[src/rtl/trace_defs.vh]
// Trace entry field widths and packed-entry bit offsets (tstamp occupies the low bits when TRACE_TSTAMP_EN).
`ifndef TRACE_DEFS_VH
`define TRACE_DEFS_VH
`define TRACE_IDX_W  5
`define TRACE_DATA_W 32
`define TRACE_TS_W   32
`ifdef TRACE_TSTAMP_EN
`define TRACE_TS_LSB   0
`define TRACE_DATA_LSB 32
`define TRACE_IDX_LSB  64
`define TRACE_ENTRY_W  69
`else
`define TRACE_DATA_LSB 0
`define TRACE_IDX_LSB  32
`define TRACE_ENTRY_W  37
`endif
`endif

[src/rtl/wb_trace_buffer_pkg.sv]
// Shared trace entry type; field order matches the offsets in trace_defs.vh (TRACE_TSTAMP_EN adds tstamp).
package wb_trace_buffer_pkg;
`include "trace_defs.vh"

  localparam int IDX_W  = `TRACE_IDX_W;
  localparam int DATA_W = `TRACE_DATA_W;
  localparam int TS_W   = `TRACE_TS_W;

  typedef struct packed {
    logic [IDX_W-1:0]  idx;
    logic [DATA_W-1:0] data;
`ifdef TRACE_TSTAMP_EN
    logic [TS_W-1:0]   tstamp;
`endif
  } entry_t;
endpackage

[src/rtl/trace_fifo.sv]
// Generic synchronous first-word-fall-through FIFO with extra-bit pointers.
// Latency: push visible at pop_data one cycle later; pop_data reads 0 while empty.
// Backpressure: push while full is ignored unless a pop happens in the same cycle.
module trace_fifo #(
  parameter int WIDTH = 37,
  parameter int DEPTH = 8
) (
  input  logic                     clk,
  input  logic                     resetn,
  input  logic                     clear,
  input  logic                     push,
  input  logic [WIDTH-1:0]         push_data,
  input  logic                     pop,
  output logic [WIDTH-1:0]         pop_data,
  output logic                     full,
  output logic                     empty,
  output logic [$clog2(DEPTH):0]   count
);
  localparam int AW = $clog2(DEPTH);
  localparam logic [AW:0] PTR_ONE = (AW+1)'(1);

  logic [AW:0]      wr_ptr;
  logic [AW:0]      rd_ptr;
  logic [WIDTH-1:0] mem [DEPTH];
  logic             do_push;
  logic             do_pop;

  assign count   = wr_ptr - rd_ptr;
  assign empty   = (wr_ptr == rd_ptr);
  assign full    = (wr_ptr[AW-1:0] == rd_ptr[AW-1:0]) && (wr_ptr[AW] != rd_ptr[AW]);
  assign do_pop  = pop && !empty;
  assign do_push = push && (!full || do_pop);

  always_ff @(posedge clk or negedge resetn) begin
    if (!resetn) begin
      wr_ptr <= '0;
      rd_ptr <= '0;
    end else if (clear) begin
      wr_ptr <= '0;
      rd_ptr <= '0;
    end else begin
      if (do_push) wr_ptr <= wr_ptr + PTR_ONE;
      if (do_pop)  rd_ptr <= rd_ptr + PTR_ONE;
    end
  end

  // Storage needs no reset: the read port is masked to zero while empty.
  always_ff @(posedge clk) begin
    if (do_push && !clear) mem[wr_ptr[AW-1:0]] <= push_data;
  end

  assign pop_data = empty ? '0 : mem[rd_ptr[AW-1:0]];
endmodule

[src/rtl/wb_trace_buffer.sv]
// Captures writeback commits into a FWFT trace FIFO with drop accounting; TRACE_TSTAMP_EN adds cycle timestamps.
// Latency: commit visible on trace_* one cycle later. Backpressure: trace_ready=0 holds head; full without pop drops.
module wb_trace_buffer
  import wb_trace_buffer_pkg::*;
#(
  parameter int DEPTH  = 8,
  parameter int DROP_W = 16
) (
  input  logic                    clk,
  input  logic                    resetn,
  input  logic                    reg_en,
  input  logic [IDX_W-1:0]        reg_idx,
  input  logic [DATA_W-1:0]       reg_data,
  input  logic                    clear,
  output logic                    trace_valid,
  input  logic                    trace_ready,
  output logic [IDX_W-1:0]        trace_idx,
  output logic [DATA_W-1:0]       trace_data,
  output logic [TS_W-1:0]         trace_tstamp,
  output logic [$clog2(DEPTH):0]  count,
  output logic                    overflow,
  output logic [DROP_W-1:0]       drop_cnt
);
  localparam logic [DROP_W-1:0] DROP_ONE = DROP_W'(1);

  entry_t wr_entry;
  entry_t rd_entry;
  logic   fifo_full;
  logic   fifo_empty;
  logic   pop_fire;
  logic   drop;

`ifdef TRACE_TSTAMP_EN
  logic [TS_W-1:0] cycle_cnt;

  always_ff @(posedge clk or negedge resetn) begin
    if (!resetn)    cycle_cnt <= '0;
    else if (clear) cycle_cnt <= '0;
    else            cycle_cnt <= cycle_cnt + TS_W'(1);
  end
`endif

  always_comb begin
    wr_entry      = '0;
    wr_entry.idx  = reg_idx;
    wr_entry.data = reg_data;
`ifdef TRACE_TSTAMP_EN
    wr_entry.tstamp = cycle_cnt;
`endif
  end

  assign pop_fire = !fifo_empty && trace_ready;
  // A commit is lost only when full and the consumer frees nothing this cycle.
  assign drop     = reg_en && fifo_full && !pop_fire && !clear;

  trace_fifo #(
    .WIDTH ($bits(entry_t)),
    .DEPTH (DEPTH)
  ) u_fifo (
    .clk       (clk),
    .resetn    (resetn),
    .clear     (clear),
    .push      (reg_en),
    .push_data (wr_entry),
    .pop       (pop_fire),
    .pop_data  (rd_entry),
    .full      (fifo_full),
    .empty     (fifo_empty),
    .count     (count)
  );

  assign trace_valid = !fifo_empty;
  assign trace_idx   = rd_entry.idx;
  assign trace_data  = rd_entry.data;
`ifdef TRACE_TSTAMP_EN
  assign trace_tstamp = rd_entry.tstamp;
`else
  assign trace_tstamp = '0;
`endif

  always_ff @(posedge clk or negedge resetn) begin
    if (!resetn) begin
      overflow <= 1'b0;
      drop_cnt <= '0;
    end else if (clear) begin
      overflow <= 1'b0;
      drop_cnt <= '0;
    end else if (drop) begin
      overflow <= 1'b1;
      if (drop_cnt != '1) drop_cnt <= drop_cnt + DROP_ONE;
    end
  end
endmodule

[config.mk]
export PLATFORM = sky130hd
export DESIGN_NAME = wb_trace_buffer
export DESIGN_NICKNAME = d
export VERILOG_FILES = /design/src/rtl/wb_trace_buffer_pkg.sv /design/src/rtl/trace_fifo.sv /design/src/rtl/wb_trace_buffer.sv
export VERILOG_INCLUDE_DIRS = /design/src /design/src/rtl
export SDC_FILE = /design/constraint.sdc
export NUM_CORES = 1
export LEC_CHECK = 0
export CAP_MARGIN = 0
export CORE_AREA = 2 2 177 136
export DETAILED_ROUTE_END_ITERATION = 7
export DIE_AREA = 0 0 179 138
export GPL_ROUTABILITY_DRIVEN = 0
export PLACE_DENSITY = 0.86
export SETUP_SLACK_MARGIN = 0.02
export SKIP_CTS_REPAIR_TIMING = 1
export SLEW_MARGIN = 20
export SYNTH_ARGS = -nofsm -noshare
export SYNTH_HDL_FRONTEND = slang
export SYNTH_SLANG_ARGS = --single-unit
[constraint.sdc]
create_clock -name clk -period 6.1 [get_ports clk]
set_clock_uncertainty 0.2 [all_clocks]
set_input_delay 0.915 -clock clk [delete_from_list [all_inputs] [get_ports clk]]
set_output_delay 0.915 -clock clk [all_outputs]
set_load 0.01 [all_outputs]
==> results of run 1 <==
[synthesized netlist by cell type (2+ instances only)]
cell type | count | area, um^2
nand4_1 | 2 | 12.5
buf_2 | 8 | 40.0
nor2b_1 | 3 | 18.8
nor4_1 | 3 | 18.8
xor2_1 | 11 | 96.3
ha_1 | 6 | 75.1
clkbuf_1 | 24 | 90.1
o21ai_0 | 4 | 20.0
nor3_1 | 4 | 20.0
mux4_2 | 74 | 1670
buf_4 | 32 | 240
nor2_1 | 31 | 116
o211ai_1 | 2 | 15.0
a21oi_1 | 41 | 205
mux2_1 | 2 | 22.5
buf_1 | 2 | 7.51
edfxtp_1 | 296 | 8890
nand2_1 | 89 | 334
nand3_1 | 12 | 60.1
dfrtp_1 | 25 | 626
inv_1 | 9 | 33.8
or4_1 | 2 | 15.0
xnor2_1 | 9 | 78.8
[metal layers]
| layer | share of wire, % | track usage (%) | up-vias |
|---|---|---|---|
| met1 | 44 | 33.0 | 3538 |
| met5 | 0 | 0 | - |
| met4 | 1.6 | 4.24 | 0 |
| li1 | - | - | 2950 |
| met3 | 7.0 | 4.13 | 37 |
| met2 | 48 | 34.0 | 293 |
[worst min path at each step]
stage                     slack (ns)       end
after floorplan                 0.34  overflow
after global placement          0.29  overflow
after global routing            0.36  overflow
after CTS                       0.31  overflow
final                           0.31  overflow
after detailed placement        0.30  overflow
[cell type report]
type	count	area, um^2	area share [%]
Sequential cell	321	9520	62.0
Inverter	10	37.5	0.244
Tap cell	306	383	2.49
Timing Repair Buffer	117	1230	8.03
Multi-Input combinational cell	349	3190	20.7
Clock buffer	34	787	5.12
Clock inverter	22	213	1.38
[worst max-delay path: stages (launching register included)]
cell	delay, ns
dfrtp_2	0.34
buf_4	0.42
inv_2	0.49
ha_1	0.54
nand3_1	0.16
nor2_4	0.50
buf_16	0.24
a21oi_1	0.06
clkdlybuf4s50_1	0.49
[through the flow]
stage	util (%)	power, mW	cells
after floorplan	-	3.01	746
after global placement	61.2	3.32	1097
after detailed placement	61.7	3.34	1102
after CTS	66.0	5.22	1158
after global routing	66.1	5.39	1159
final	66.1	5.20	1159
[state kept, by name, summed over array words and instances, names as in the netlist]
signal / count
u_fifo.mem: 296
overflow: 1
drop_cnt: 16
u_fifo.rd_ptr: 4
u_fifo.wr_ptr: 4
[cell families after synthesis]
| logic type | after synthesis | synth area share, % |
|---|---|---|
| mux | 77 | 13.1 |
| xor+xnor | 20 | 1.35 |
| buf+inv | 76 | 3.21 |
| other cells | 1 | 0.0290 |
| simple gates | 160 | 5.74 |
| fa+ha+maj | 7 | 0.735 |
| compound gates | 53 | 2.25 |
| flops | 321 | 73.5 |
[where the power goes]
group / switching [mW] / internal [mW]
Sequential: 0.0562 / 2.44
Combinational: 0.377 / 0.441
Clock: 0.791 / 1.09
==> results.yml, run 1 <==
timing:
  tightest_slew_ns: 0.879
  maxSlewViolCount: 0
  tns_ns: 0
  min_period_ns: 4.95
  fmaxAchievable_mhz: 202
  worst_slack_ns: 1.15
  finalSetupViolCount: 0
  hold_violations: 0
  fin_crit_sh_pct: 81.2
  whs_ns: 0.307
  slew-limit-headroom_pct: 41.3
  rsz0062_at_grt: "false"
synth:
  synth_cell_type_count: 47
  yosys_warnings: 0
  yosysSeqAreaShare_pct: 73.5
  synth_area_per_cell_um2: 18.1
  synth-seq-cells: 321
  syn_area_mm2: 0.0129
  synthFlopType: "edfxtp_1"
  synth_edf_count: 296
  synthCells: 715
  async_flop_share_pct: 7.79
worst_setup_path:
  required_ns: 4.98
  cp.arrival_ns: 3.84
  cp-startpoint: "u_fifo.rd_ptr[2]"
  reg2reg_from: "u_fifo.rd_ptr[2]"
  rr_endpoint: "u_fifo.mem[3][9]"
  r2r_cells: 9
  crit_path_start_kind: "flip-flop"
  critPathKind: "reg2out"
  worst-path-max-fanout: 39
  end_kind: "output pin"
  timing.reg2reg.setup_slack_ns: 1.86
  critPathCapture: "trace_data[26]"
floorplanning:
  pin_count: 133
  fp.dieW_um: 179
  die-area_mm2: 0.0247
  die_h_um: 138
  initial_utilization_pct: 55.7
  core_mm2: 0.0232
  rows: 49
route:
  drtAntennaViolNets: 0
  wl_per_cell_um: 22.6
  drt_iter0_drc: 595
  wl_um: 26200
  via_per_inst: 5.88
  drc: 0
  vias: 6818
  dr.pass1.iters: 5
layout:
  drive_gt1_share_pct: 18.2
  fin_area_mm2: 0.0154
  fillers: 1531
  layout_common_cells: "296 x edfxtp_1, 100 x clkdlybuf4s50_1, 89 x nand2_1"
  final_common_cell: "edfxtp_1"
  antennaDiodeCount: 0
  syn2layout_area_growth_pct: 18.8
  nNetsFinal: 879
placement:
  placed_area_mm2: 0.0143
  dp_hpwl_um: 15600
  port_buffers: 100
  dp_slack_ns: 1.42
clock_network:
  clockBufferDepth: 3
  tritoncts: "done"
  htreeDepth: 1
  insertion_delay_ns: 0.55
  cts_root_buf: "clkbuf_16"
  clock-sinks: 321
  clk_pin_slew_worst_paths_ns: 0.06
  cts_buffers: 31
outcome:
  status: "finished, final reports clean"
worst_hold_path:
  hold_class: "reg2reg"
  holdCritStartpoint: "overflow"
  min_delay_path_depth: 2
power:
  peakVddDrop_v: 0.000410
  p_per_area_mw_per_mm2: 338
  leakage_nw: 5.04
global_routing:
  grt_start_max_net_pins: 51
  grt_pass1_vias: 6988
  grt_pass1_wl_um: 41000
  grt_overflow: 0
  antenna_found_initial: 0
  track_usage_pct: 21.8
job:
  max-cap-violations: 0
Note: power is estimated with default switching activity, not from simulation.
==> inputs of run 2 (changes only) <==
--- a/config.mk
+++ b/config.mk
@@ -7,11 +7,11 @@
 export NUM_CORES = 1
 export LEC_CHECK = 0
 export CAP_MARGIN = 0
-export CORE_AREA = 2 2 177 136
+export CORE_AREA = 2 2 187 143
 export DETAILED_ROUTE_END_ITERATION = 7
-export DIE_AREA = 0 0 179 138
+export DIE_AREA = 0 0 189 145
 export GPL_ROUTABILITY_DRIVEN = 0
-export PLACE_DENSITY = 0.86
+export PLACE_DENSITY = 0.82
 export SETUP_SLACK_MARGIN = 0.02
 export SKIP_CTS_REPAIR_TIMING = 1
 export SLEW_MARGIN = 20
==> constraint.sdc (replaced) <==
create_clock -name clk -period 4.2 [get_ports clk]
set_clock_uncertainty 0.2 [all_clocks]
set_input_delay 0.63 -clock clk [delete_from_list [all_inputs] [get_ports clk]]
set_output_delay 0.63 -clock clk [all_outputs]
set_load 0.01 [all_outputs]
==> run 2 against run 1 <==
Against the previous run: sequential cell count is the same; critical path depth shrank 2; register-to-register slack lost 0.77 ns; clock power grew 37%; via count shrank 1.9%; global-route usage shrank 2.7 points; power grew 43%; non-clock buffer count grew 9; combinational power grew 55%.
==> results.yml, run 2 (synthesis results as in run 1) <==
global_routing:
  grt_overflow: 0
  antenna_found_initial: 1
  track_usage_pct: 19.1
  grt_pass1_wl_um: 39800
  grt_start_max_net_pins: 45
  grt_pass1_vias: 6728
route:
  drc: 0
  wl_per_cell_um: 21.5
  vias: 6688
  dr.pass1.iters: 4
  via_per_inst: 5.55
  wl_um: 25900
  drt_iter0_drc: 683
  drtAntennaViolNets: 0
clock_network:
  clock-sinks: 321
  htreeDepth: 1
  insertion_delay_ns: 0.55
  clockBufferDepth: 3
  cts_buffers: 29
  clk_pin_slew_worst_paths_ns: 0.06
  cts_root_buf: "clkbuf_16"
  tritoncts: "done"
power:
  p_total_mw: 7.43
  peakVddDrop_v: 0.000416
  leakage_nw: 5.04
  p_per_area_mw_per_mm2: 482
outcome:
  status: "finished, final reports clean"
worst_setup_path:
  worst-path-max-fanout: 23
  crit_path_start_kind: "flip-flop"
  end_kind: "output pin"
  critPathKind: "reg2out"
  cp.arrival_ns: 3.03
  required_ns: 3.37
job:
  max-cap-violations: 0
floorplanning:
  die_h_um: 145
  die-area_mm2: 0.0274
  pin_count: 133
  rows: 51
  fp.dieW_um: 189
  initial_utilization_pct: 50.6
  core_mm2: 0.0256
layout:
  largest_register_ffs: 296
  final_common_cell: "edfxtp_1"
  regArea_mm2: 0.00952
  fillers: 1814
  nNetsFinal: 886
  antennaDiodeCount: 0
  layout_common_cells: "296 x edfxtp_1, 100 x clkdlybuf4s50_1, 89 x nand2_1"
  syn2layout_area_growth_pct: 19.1
  drive_gt1_share_pct: 18.6
  multi_input_area_mm2: 0.00320
timing:
  min_period_ns: 3.86
  hold_violations: 0
  maxSlewViolCount: 0
  finalSetupViolCount: 0
  fin_crit_sh_pct: 91.8
  worst_slack_ns: 0.343
  fmaxAchievable_mhz: 259
  rsz0062_at_grt: "false"
  slew-limit-headroom_pct: 47.4
  tightest_slew_ns: 0.786
placement:
  port_buffers: 100
  dp_hpwl_um: 15100
  dp_slack_ns: 0.829
worst_hold_path:
  hold_class: "reg2reg"
[run 2: changes by cell type in the layout (fill, tap and decap cells not counted), sizes merged]
| cell | before | now |
|---|---|---|
| clkinvlp | 4 | 2 |
| bufinv | 4 | 3 |
| buf | 17 | 26 |
| clkinv | 13 | 12 |
| clkbuf | 34 | 36 |
[run 2: worst paths after layout]
kind / slack, ns / depth (start not counted) / end / startpoint
setup / recovery: 0.34 / 6 / trace_data[18] / u_fifo.rd_ptr[0]
hold / removal: 0.30 / 2 / overflow / overflow
setup reg to reg: 1.09 / 7 / u_fifo.mem[2][6] / u_fifo.rd_ptr[0]
hold reg to reg: 0.30 / 2 / overflow / overflow
max in group asynchronous: 2.83 / 2 / drop_cnt[2] / resetn
min in group asynchronous: 0.34 / 1 / overflow / resetn
[run 2: through the flow]
stage | cells | setup TNS [ns] | utilization (%) | cell area [um^2] | hold slack (ns)
6_report | 1204 | 0 | 60.2 | 15400 | 0.298
4_1_cts | 1204 | 0 | 60.2 | 15400 | 0.308
2_1_floorplan | 746 | -37.25 | - | 13100 | 0.134
3_5_place_dp | 1150 | 0 | 56.6 | 14500 | 0.294
5_1_grt | 1204 | 0 | 60.2 | 15400 | 0.343
3_3_place_gp | 1150 | 0 | 56.6 | 14500 | 0.283
[run 2: critical path: stages, from the launching register on]
cell and delay [ns]:
dfrtp_4 0.59, ha_1 0.38, nand3_1 0.12, nor2_4 0.48
buf_12 0.26, a21oi_1 0.12, clkdlybuf4s50_1 0.51
[run 2: metal layers]
layer  wire length, um  GRT usage [%]  up-vias
li1                  -              -     2966
met1             11600           28.9     3391
met2             11800           29.1      288
met3              2010           3.80       43
met4               471           4.06        0
met5                 0              0        -
[run 2: area by class of cell]
type | count | area share, %
well taps | 344 | 2.79
clock inverters | 18 | 1.15
multi-input cells | 349 | 20.8
clock buffers | 36 | 4.88
inverters | 10 | 0.244
flip-flops and latches | 321 | 61.8
repair buffers | 126 | 8.34
[run 2: power by group]
| part | internal (mW) | total (mW) | switching [mW] |
|---|---|---|---|
| Clock | 1.46 | 2.58 | 1.12 |
| Combinational | 0.647 | 1.27 | 0.625 |
| Sequential | 3.54 | 3.57 | 0.0318 |
==> inputs of run 3 (changes only) <==
--- a/config.mk
+++ b/config.mk
@@ -7,14 +7,15 @@
 export NUM_CORES = 1
 export LEC_CHECK = 0
 export CAP_MARGIN = 0
-export CORE_AREA = 2 2 187 143
+export CORE_AREA = 2 2 171 131
 export DETAILED_ROUTE_END_ITERATION = 7
-export DIE_AREA = 0 0 189 145
+export DIE_AREA = 0 0 173 133
 export GPL_ROUTABILITY_DRIVEN = 0
-export PLACE_DENSITY = 0.82
+export PLACE_DENSITY = 0.91
 export SETUP_SLACK_MARGIN = 0.02
 export SKIP_CTS_REPAIR_TIMING = 1
 export SLEW_MARGIN = 20
 export SYNTH_ARGS = -nofsm -noshare
 export SYNTH_HDL_FRONTEND = slang
+export SYNTH_HIERARCHICAL = 1
 export SYNTH_SLANG_ARGS = --single-unit
==> constraint.sdc (replaced) <==
create_clock -name clk -period 4.7 [get_ports clk]
set_clock_uncertainty 0.2 [all_clocks]
set_input_delay 0.705 -clock clk [delete_from_list [all_inputs] [get_ports clk]]
set_output_delay 0.705 -clock clk [all_outputs]
set_load 0.01 [all_outputs]
==> run 3 against run 2 <==
Against the previous run: critical path depth is 2 higher; area after synthesis is 0.31% lower; via count is 1.8% lower; power is 17% lower; register-to-register slack worse by 0.04 ns; largest cell class unchanged; sequential power is 11% lower; design area is 1.9% lower; setup slack worse by 0.096 ns.
==> results.yml, run 3 <==
clock_network:
  clock-sinks: 321
  clk_pin_slew_worst_paths_ns: 0.06
  cts_buffers: 30
  cts_root_buf: "clkbuf_16"
  clockBufferDepth: 3
  htreeDepth: 1
  tritoncts: "done"
  insertion_delay_ns: 0.54
timing:
  fmaxAchievable_mhz: 225
  fin_crit_sh_pct: 94.7
  finalSetupViolCount: 0
  tightest_slew_ns: 1.13
  min_period_ns: 4.45
  worst_slack_ns: 0.247
  slew-limit-headroom_pct: 24.7
  rsz0062_at_grt: "false"
  maxSlewViolCount: 0
  hold_violations: 0
power:
  leakage_nw: 4.90
  switching_share_pct: 21.7
  seqPwrFrac_pct: 51.7
  p_int_mw: 4.81
  peakVddDrop_v: 0.000255
  power_frac_clock_pct: 37.2
  p_sw_mw: 1.33
  p_per_area_mw_per_mm2: 407
  p_total_mw: 6.14
  pwr-share-comb_pct: 11.1
worst_setup_path:
  cp.arrival_ns: 3.55
  cp-startpoint: "u_fifo/rd_ptr[2]"
  reg2reg_from: "u_fifo/rd_ptr[2]"
  required_ns: 3.80
  crit_path_start_kind: "flip-flop"
  worstPathCellList: "inv_1, ha_1, nand3_1, nor2_2, nor2_4, buf_16, a22o_1, clkdlybuf4s50_1"
  critical_path.top_delay_family: "simple AND/OR/NAND/NOR gates"
  critPathBufInv: 3
  end_kind: "output pin"
  crit_path_max_incr_delay_ns: 0.64
  worst-path-max-fanout: 23
  cp_slowest_cell: "nor2_4"
  critPathKind: "reg2out"
floorplanning:
  rows: 47
  fp.dieW_um: 173
  core_mm2: 0.0215
  die-area_mm2: 0.0230
  die_h_um: 133
  initial_utilization_pct: 59.9
  pin_count: 133
placement:
  place_inst: 1015
  port_buffers: 100
  dp_slack_ns: 0.682
  dp_hpwl_um: 14500
synth:
  yosysMostFrequentCell: "edfxtp_1"
  synth_cell_type_count: 43
  synth_area_per_cell_um2: 20.2
  yosys_warnings: 6
  async_flop_share_pct: 7.79
  yosysSeqAreaShare_pct: 73.8
  synth_edf_count: 296
  yosys-top-cells-area: "edfxtp_1 69%, mux4_2 13%, dfrtp_1 4.9%"
  synthCells: 639
  syn_area_mm2: 0.0129
  netlist.area_leader.share_pct: 68.9
  synthFlopType: "edfxtp_1"
  synth-seq-cells: 321
  synth_top_cells_by_count: "296 x edfxtp_1, 74 x mux4_2, 38 x buf_4"
  synth_top_cell_by_area: "edfxtp_1"
route:
  drt_iter0_drc: 641
  dr.pass1.iters: 5
  wl_um: 27200
  wl_per_cell_um: 25.4
  drc: 0
  drtAntennaViolNets: 0
  via_per_inst: 6.12
  vias: 6569
global_routing:
  track_usage_pct: 24.1
  grt_pass1_vias: 7050
  grt_pass1_wl_um: 41400
  grt_start_max_net_pins: 79
  antenna_found_initial: 0
  grt_overflow: 0
layout:
  drive_gt1_share_pct: 19.0
  antennaDiodeCount: 0
  finalNonFillerCells: 1073
  final_common_cell: "edfxtp_1"
  largest_register_ffs: 296
  layout_common_cells: "296 x edfxtp_1, 99 x clkdlybuf4s50_1, 74 x mux4_2"
  nNetsFinal: 805
  syn2layout_area_growth_pct: 17.1
worst_hold_path:
  holdCritStartpoint: "overflow"
  hold_class: "reg2reg"
job:
  max-cap-violations: 0
outcome:
  status: "finished, final reports clean"
[run 3: stage by stage]
| stage | cell area [um^2] | utilization (%) | setup TNS [ns] | hold slack [ns] |
|---|---|---|---|---|
| after floorplan | 13000 | - | -17.62 | 0.209 |
| after global placement | 14100 | 65.6 | 0 | 0.304 |
| after detailed placement | 14100 | 65.6 | 0 | 0.314 |
| after CTS | 15000 | 69.9 | 0 | 0.323 |
| after global routing | 15100 | 70.2 | 0 | 0.369 |
| final | 15100 | 70.2 | 0 | 0.324 |
[run 3: cell families after synthesis]
group / count (synthesis) / share of synthesized area, %
and+or+nand+nor: 91 / 3.90
DFF: 321 / 73.8
buffers and inverters: 72 / 3.76
other: 1 / 0.0291
AOI/OAI and AO/OA: 50 / 3.16
muxes: 79 / 13.4
adders and majority gates: 7 / 0.737
xor gates and xnor gates: 18 / 1.28
[run 3: final timing paths]
path                                      to  slack (ns)  cells past startpoint
setup / recovery              trace_data[20]        0.25                      8
hold / removal                      overflow        0.32                      2
setup reg to reg           u_fifo/mem[1][32]        1.05                      9
hold reg to reg                     overflow        0.32                      2
max in group asynchronous   u_fifo/rd_ptr[0]        3.34                      2
min in group asynchronous        drop_cnt[6]        0.52                      2
[run 3: worst reg2reg max path, stage by stage, from the launching register on]
cell,delay [ns]
dfrtp_1,0.46
inv_1,0.13
ha_1,0.35
nand3_1,0.27
nor2_2,0.15
nor2b_1,0.50
or3_4,0.28
nand2_1,0.21
nor2_4,0.16
buf_4,0.54
[run 3: power by group through the flow]
| stage | sequential (mW) | clock [mW] | combinational (mW) |
|---|---|---|---|
| floorplan | 3.23 | 0 | 0.404 |
| global placement | 3.23 | 0 | 0.638 |
| detailed placement | 3.24 | 0 | 0.656 |
| CTS | 3.18 | 2.33 | 0.664 |
| global route | 3.18 | 2.42 | 0.721 |
| finish | 3.18 | 2.29 | 0.680 |
[run 3: area by class of cell]
type                    instances  area, um^2
multi-input cells             277        3090
flip-flops and latches        321        9520
fillers                      1294        6420
inverters                      11        41.3
clock inverters                17         131
well taps                     294         368
clock buffers                  38         802
repair buffers                115        1150
[run 3: metal layers]
metal,wire length (um),GRT usage [%],vias up
met5,0,0,-
met4,632,7.06,0
met3,1980,4.77,58
met2,14300,42.0,307
met1,10300,31.4,3426
li1,-,-,2778
